<file path="config.mk">
export PLATFORM = sky130hd
export DESIGN_NAME = display_scan_mux
export DESIGN_NICKNAME = d
export VERILOG_FILES = /design/src/rtl/display_scan_mux.sv
export SDC_FILE = /design/constraint.sdc
export NUM_CORES = 1
export LEC_CHECK = 0
export BUFFER_PORTS_ARGS = -buffer_cell sky130_fd_sc_hd__buf_2
export CAP_MARGIN = 20
export CORE_ASPECT_RATIO = 0.75
export CORE_UTILIZATION = 40
export CTS_BUF_LIST = sky130_fd_sc_hd__clkbuf_8
export CTS_CLUSTER_DIAMETER = 30
export DETAILED_ROUTE_END_ITERATION = 8
export SYNTH_ARGS = -nofsm -noshare
export SYNTH_HDL_FRONTEND = slang
export SYNTH_SLANG_ARGS = --single-unit
</file>
<file path="constraint.sdc">
create_clock -name clk -period 2.1 [get_ports clk]
set_input_delay 0.105 -clock clk [delete_from_list [all_inputs] [get_ports clk]]
set_output_delay 0.105 -clock clk [all_outputs]
set_load 0.02 [all_outputs]
</file>
<file path="src/rtl/display_scan_mux.sv">
// Six-digit 7-segment scanner: one shared SEG bus, one-hot DIGIT enables, blank lead-in per slot.
// Optional COLON_BLINK_EN adds a DP output that blinks on the SEC10/MIN10 slots.
module display_scan_mux #(
   parameter int unsigned SCAN_DIV         = 1000,
   parameter int unsigned BLANK_CYC        = 50,
   parameter logic [6:0]  SEG_OFF          = 7'h7F,
   parameter bit          DIGIT_ACTIVE_LOW = 1'b0,
   parameter int unsigned BLINK_FRAMES     = 83
) (
   input  logic       clk,
   input  logic       rst,
   input  logic [6:0] SEC1,
   input  logic [6:0] SEC10,
   input  logic [6:0] MIN1,
   input  logic [6:0] MIN10,
   input  logic [6:0] HOUR1,
   input  logic [6:0] HOUR10,
   output logic [6:0] SEG,
   output logic [5:0] DIGIT
`ifdef COLON_BLINK_EN
   ,
   output logic       DP
`endif
);

   localparam int unsigned CW        = $clog2(SCAN_DIV);
   localparam logic [5:0]  DIGIT_OFF = DIGIT_ACTIVE_LOW ? 6'h3F : 6'h00;

   typedef enum logic {StBlank, StDrive} phase_e;
   // With no blank interval the slot is driven from its very first cycle, including after reset.
   localparam phase_e PHASE_RST = (BLANK_CYC == 0) ? StDrive : StBlank;

   if (SCAN_DIV < 2) begin : g_bad_div
      $error("SCAN_DIV must be at least 2");
   end
   if (BLANK_CYC >= SCAN_DIV) begin : g_bad_blank
      $error("BLANK_CYC must be below SCAN_DIV");
   end
   if (BLINK_FRAMES < 1) begin : g_bad_frames
      $error("BLINK_FRAMES must be at least 1");
   end

   logic [CW-1:0] cyc;
   logic [2:0]    idx;
   phase_e        phase;
   logic [6:0]    snap [6];

   logic          slot_end;
   logic          frame_start;
   logic [CW-1:0] cyc_nxt;
   logic [6:0]    cur_pat;
   logic [5:0]    onehot;

   assign slot_end    = (cyc == CW'(SCAN_DIV - 1));
   assign frame_start = (cyc == '0) && (idx == 3'd0);
   assign cyc_nxt     = slot_end ? '0 : cyc + CW'(1);
   assign onehot      = 6'b000001 << idx;

   // On the snapshot edge slot 0 shows the pattern being captured, not the stale one.
   always_comb begin
      cur_pat = SEG_OFF;
      case (idx)
         3'd0:    cur_pat = frame_start ? SEC1 : snap[0];
         3'd1:    cur_pat = snap[1];
         3'd2:    cur_pat = snap[2];
         3'd3:    cur_pat = snap[3];
         3'd4:    cur_pat = snap[4];
         3'd5:    cur_pat = snap[5];
         default: cur_pat = SEG_OFF;
      endcase
   end

`ifdef COLON_BLINK_EN
   localparam int unsigned FW = (BLINK_FRAMES > 1) ? $clog2(BLINK_FRAMES) : 1;
   logic [FW-1:0] frame_cnt;
   logic          blink;
`endif

   always_ff @(posedge clk or negedge rst) begin
      if (!rst) begin
         cyc   <= '0;
         idx   <= 3'd0;
         phase <= PHASE_RST;
         SEG   <= SEG_OFF;
         DIGIT <= DIGIT_OFF;
         for (int i = 0; i < 6; i++) snap[i] <= SEG_OFF;
`ifdef COLON_BLINK_EN
         frame_cnt <= '0;
         blink     <= 1'b0;
         DP        <= 1'b0;
`endif
      end else begin
         cyc <= cyc_nxt;
         if (slot_end) idx <= (idx == 3'd5) ? 3'd0 : idx + 3'd1;

         case (phase)
            StBlank: if (cyc_nxt == CW'(BLANK_CYC)) phase <= StDrive;
            StDrive: if (slot_end && (BLANK_CYC != 0)) phase <= StBlank;
            default: phase <= PHASE_RST;
         endcase

         // SEG and DIGIT move together from one stage so a lit digit never sees a SEG change.
         if (phase == StDrive) begin
            SEG   <= cur_pat;
            DIGIT <= DIGIT_ACTIVE_LOW ? ~onehot : onehot;
         end else begin
            SEG   <= SEG_OFF;
            DIGIT <= DIGIT_OFF;
         end

         if (frame_start) begin
            snap[0] <= SEC1;
            snap[1] <= SEC10;
            snap[2] <= MIN1;
            snap[3] <= MIN10;
            snap[4] <= HOUR1;
            snap[5] <= HOUR10;
         end

`ifdef COLON_BLINK_EN
         if (slot_end && (idx == 3'd5)) begin
            if (frame_cnt == FW'(BLINK_FRAMES - 1)) begin
               frame_cnt <= '0;
               blink     <= ~blink;
            end else begin
               frame_cnt <= frame_cnt + FW'(1);
            end
         end
         DP <= (phase == StDrive) && ((idx == 3'd1) || (idx == 3'd3)) && blink;
`endif
      end
   end

endmodule

</file>
==> run metrics <==
status finished, final reports clean; core area 7466 um^2; Worst Path Arrival 2.28 ns; Ports 57; Synth Area per Inst about 13 um^2; measured slew at the worst slew-check pin 0.6321 ns; YS warnings 0; Worst Path Max Fanout 6; crit path kind reg2reg; Post-synth EDFFs 0; slowest stage delay, CP 0.40 ns; cell area power density 652.0 nW/um^2; Core Util, Final 0.5735; largest net degree at the start of global routing 49; final setup fails 0; Die W 104.2 um; Sink Count 69; total CTS buffers 9; storage element area 1788 um^2; Clock Latency Late Sink ~0.34 ns; ant diodes 0; IO Port Bufs 56; clock buffer depth 2; Final ANT Viol Nets 0; Yosys cell types 45; layout cells sized above 1 0.4325; Worst Hold Class in2reg; maximum clock rate ~500 MHz; height of the die 78.68 um; cell breakdown of the critical path or3_4 > nor4b_4 > nand3_2 > buf_6 > mux2_2 > a211o_1; H-tree levels 3; Routed WL 6838 um; drt drc 0; Worst Skew 0.003794 ns; DRT Pass-1 Iters 4; DRT iter0 DRCs 57; DP Wirelength around 4600 um; total gr overflow 0; Worst IR Drop VDD 0.0003767 V; die area between 8000 and 9000 um^2; P_leak 0.001824 uW; Post-Syn Nets between 200 and 300; WL/cell 14.74 um; sequential area share after synthesis 0.5702; Place WS 0.04008 ns; Vias per Instance 4.966; total track usage 0.1845; Main synth FF type dfstp_2; fin crit period 2.006 ns; CTS clk-pin slew, worst paths 0.07 ns; Layout Nets ~410; register bit count reported by yosys 69; max-cap viol count 0; final worst-path cycle share 0.9551; final worst setup slack 0.09425 ns; Async SR Flop Fraction 1.000; CTS tree built; CP max stage cell or3_4; area delta synth->final 36.55%; initial antenna violation count 0; Rel. slew slack 0.5754; fill count 650; Post-Syn Area 3136 um^2; CP Launch Type register; multi-input logic area between 1000 and 1500 um^2; critical path endpoint category register; vias in the first global route 2340; setup TNS 0 ns; final-report hold violation count 0; Initial Util 0.4200; Req. time, crit path 2.37 ns; DR vias ~2300; Post-Syn Instances 243; max-slew violations 0; RD Place Congestion between 0.7 and 0.8; row count 27; clock root buffer clkbuf_8; first-pass GRT wire length 11480 um
cell usage after synthesis (2+ instances only):
cell type / count / area [um^2]
xnor2_1: 4 / 35.03
o211ai_1: 3 / 22.52
nor3_1: 3 / 15.01
a21oi_1: 11 / 55.05
mux2i_1: 4 / 40.04
dfrtp_1: 20 / 500.5
xor2_1: 2 / 17.52
and2_1: 3 / 18.77
nor4_1: 2 / 12.51
ha_1: 4 / 50.05
mux2_4: 2 / 30.03
dfstp_2: 49 / 1287
a22oi_1: 10 / 75.07
mux2_2: 11 / 123.9
nor2_1: 20 / 75.07
a21o_1: 3 / 22.52
nand2b_1: 3 / 18.77
buf_6: 4 / 45.04
nor2b_1: 4 / 25.02
and3_1: 2 / 12.51
nor4b_2: 2 / 30.03
nand3_1: 4 / 20.02
mux2_1: 30 / 337.8
nand2_1: 4 / 15.01
inv_1: 5 / 18.77
clkbuf_1: 5 / 18.77
o21ai_0: 8 / 40.04
a211o_1: 4 / 35.03
per-layer routing:
metal | GRT usage | vias up | part of all wire | routed length, um
met1 | 0.2484 | 1126 | 0.49 | 3362
met3 | 0.06395 | 8 | 0.054 | 366
li1 | - | 1104 | - | -
met5 | 0 | - | 0 | 0
met4 | 0.06286 | 0 | 0.011 | 75
met2 | 0.2767 | 66 | 0.44 | 3034
worst paths after layout:
| path | from | to | slack, ns | cells past startpoint |
|---|---|---|---|---|
| worst max-delay path | idx[0]$_DFFE_PN0N_ | SEG[2]$_DFF_PN1_ | 0.09 | 6 |
| worst min register to register | cyc[7]$_DFF_PN0_ | cyc[7]$_DFF_PN0_ | 0.54 | 1 |
| worst max register to register | idx[0]$_DFFE_PN0N_ | SEG[2]$_DFF_PN1_ | 0.09 | 6 |
| max in group asynchronous | rst | snap[7]$_DFFE_PN1N_ | 1.17 | 3 |
| min in group asynchronous | rst | cyc[2]$_DFF_PN0_ | 0.26 | 2 |
| worst min-delay path | SEC1[0] | snap[35]$_DFFE_PN1N_ | 0.03 | 2 |
cell usage in the layout (no fill, tap or decap), drive strengths merged, types with 2 or more instances in the layout:
cell type / count
xnor2: 4
nor3: 3
dfrtp: 20
o211ai: 3
a211o: 4
mux2: 43
and3: 2
dfstp: 49
dlygate4sd3: 41
and2: 3
nand2: 4
nand2b: 3
or3: 2
ha: 4
clkbuf: 14
nor2b: 4
nor2: 20
a22oi: 10
nor4b: 2
mux2i: 4
nor4: 2
o21ai: 9
buf: 74
a21oi: 11
xor2: 2
inv: 6
a21o: 3
nand3: 5
critical path: cells and delay by family, from the launching register on:
| family | cells | cell delay, ns |
|---|---|---|
| and+or+nand+nor | 3 | 0.81 |
| AOI/OAI and AO/OA | 1 | 0.29 |
| buffers and inverters | 1 | 0.17 |
| muxes | 1 | 0.28 |
| DFF | 1 | 0.38 |
sequential cells by signal (all words and copies together) (netlist names):
| register | cells |
|---|---|
| cyc | 10 |
| DIGIT | 6 |
| idx | 3 |
| snap | 42 |
| phase | 1 |
| SEG | 7 |
cells by family (layout without fill, tap and decap cells):
group	Yosys count	after routing	share of synthesized area
flip-flops	69	69	0.5702
AND/OR/NAND/NOR	56	56	0.1026
multiplexers	47	47	0.1696
AO/OA/AOI/OAI	45	45	0.09577
buffers and inverters	16	136	0.02913
XOR/XNOR	6	6	0.01676
adder cells (fa/ha/maj)	4	4	0.01596
where the power goes:
part / internal, uW / switching [uW]
clock: 712 / 489
sequential: 1400 / 20.1
combinational: 107 / 59.9
total: 2220 / 569
stage by stage:
stage          instance area [um^2]  instances  total power, uW  hold slack, ns
5_1_grt                        4282        464             2911         0.02595
3_3_place_gp                   3630        407             1552         0.09662
3_5_place_dp                   3630        407             1556         0.09815
4_1_cts                        4269        464             2839        0.004335
2_1_floorplan                  3136        243             1474         -0.1906
6_report                       4282        464             2792         0.03344
layout make-up:
type | instances | share of cell area
clock buffers | 14 | 0.04500
clock inverters | 2 | 0.008475
inverters | 5 | 0.004383
multi-input cells | 158 | 0.2954
flip-flops and latches | 69 | 0.4176
well taps | 101 | 0.02951
repair buffers | 115 | 0.1996
what timing repair did:
action,in CTS,in global routing
hold buffers,41,0
hold endpoints to repair,50,0
endpoints found under the setup margin,0,8
setup buffers,0,0
resized for setup,0,2
Note: power is estimated with default switching activity, not from simulation.
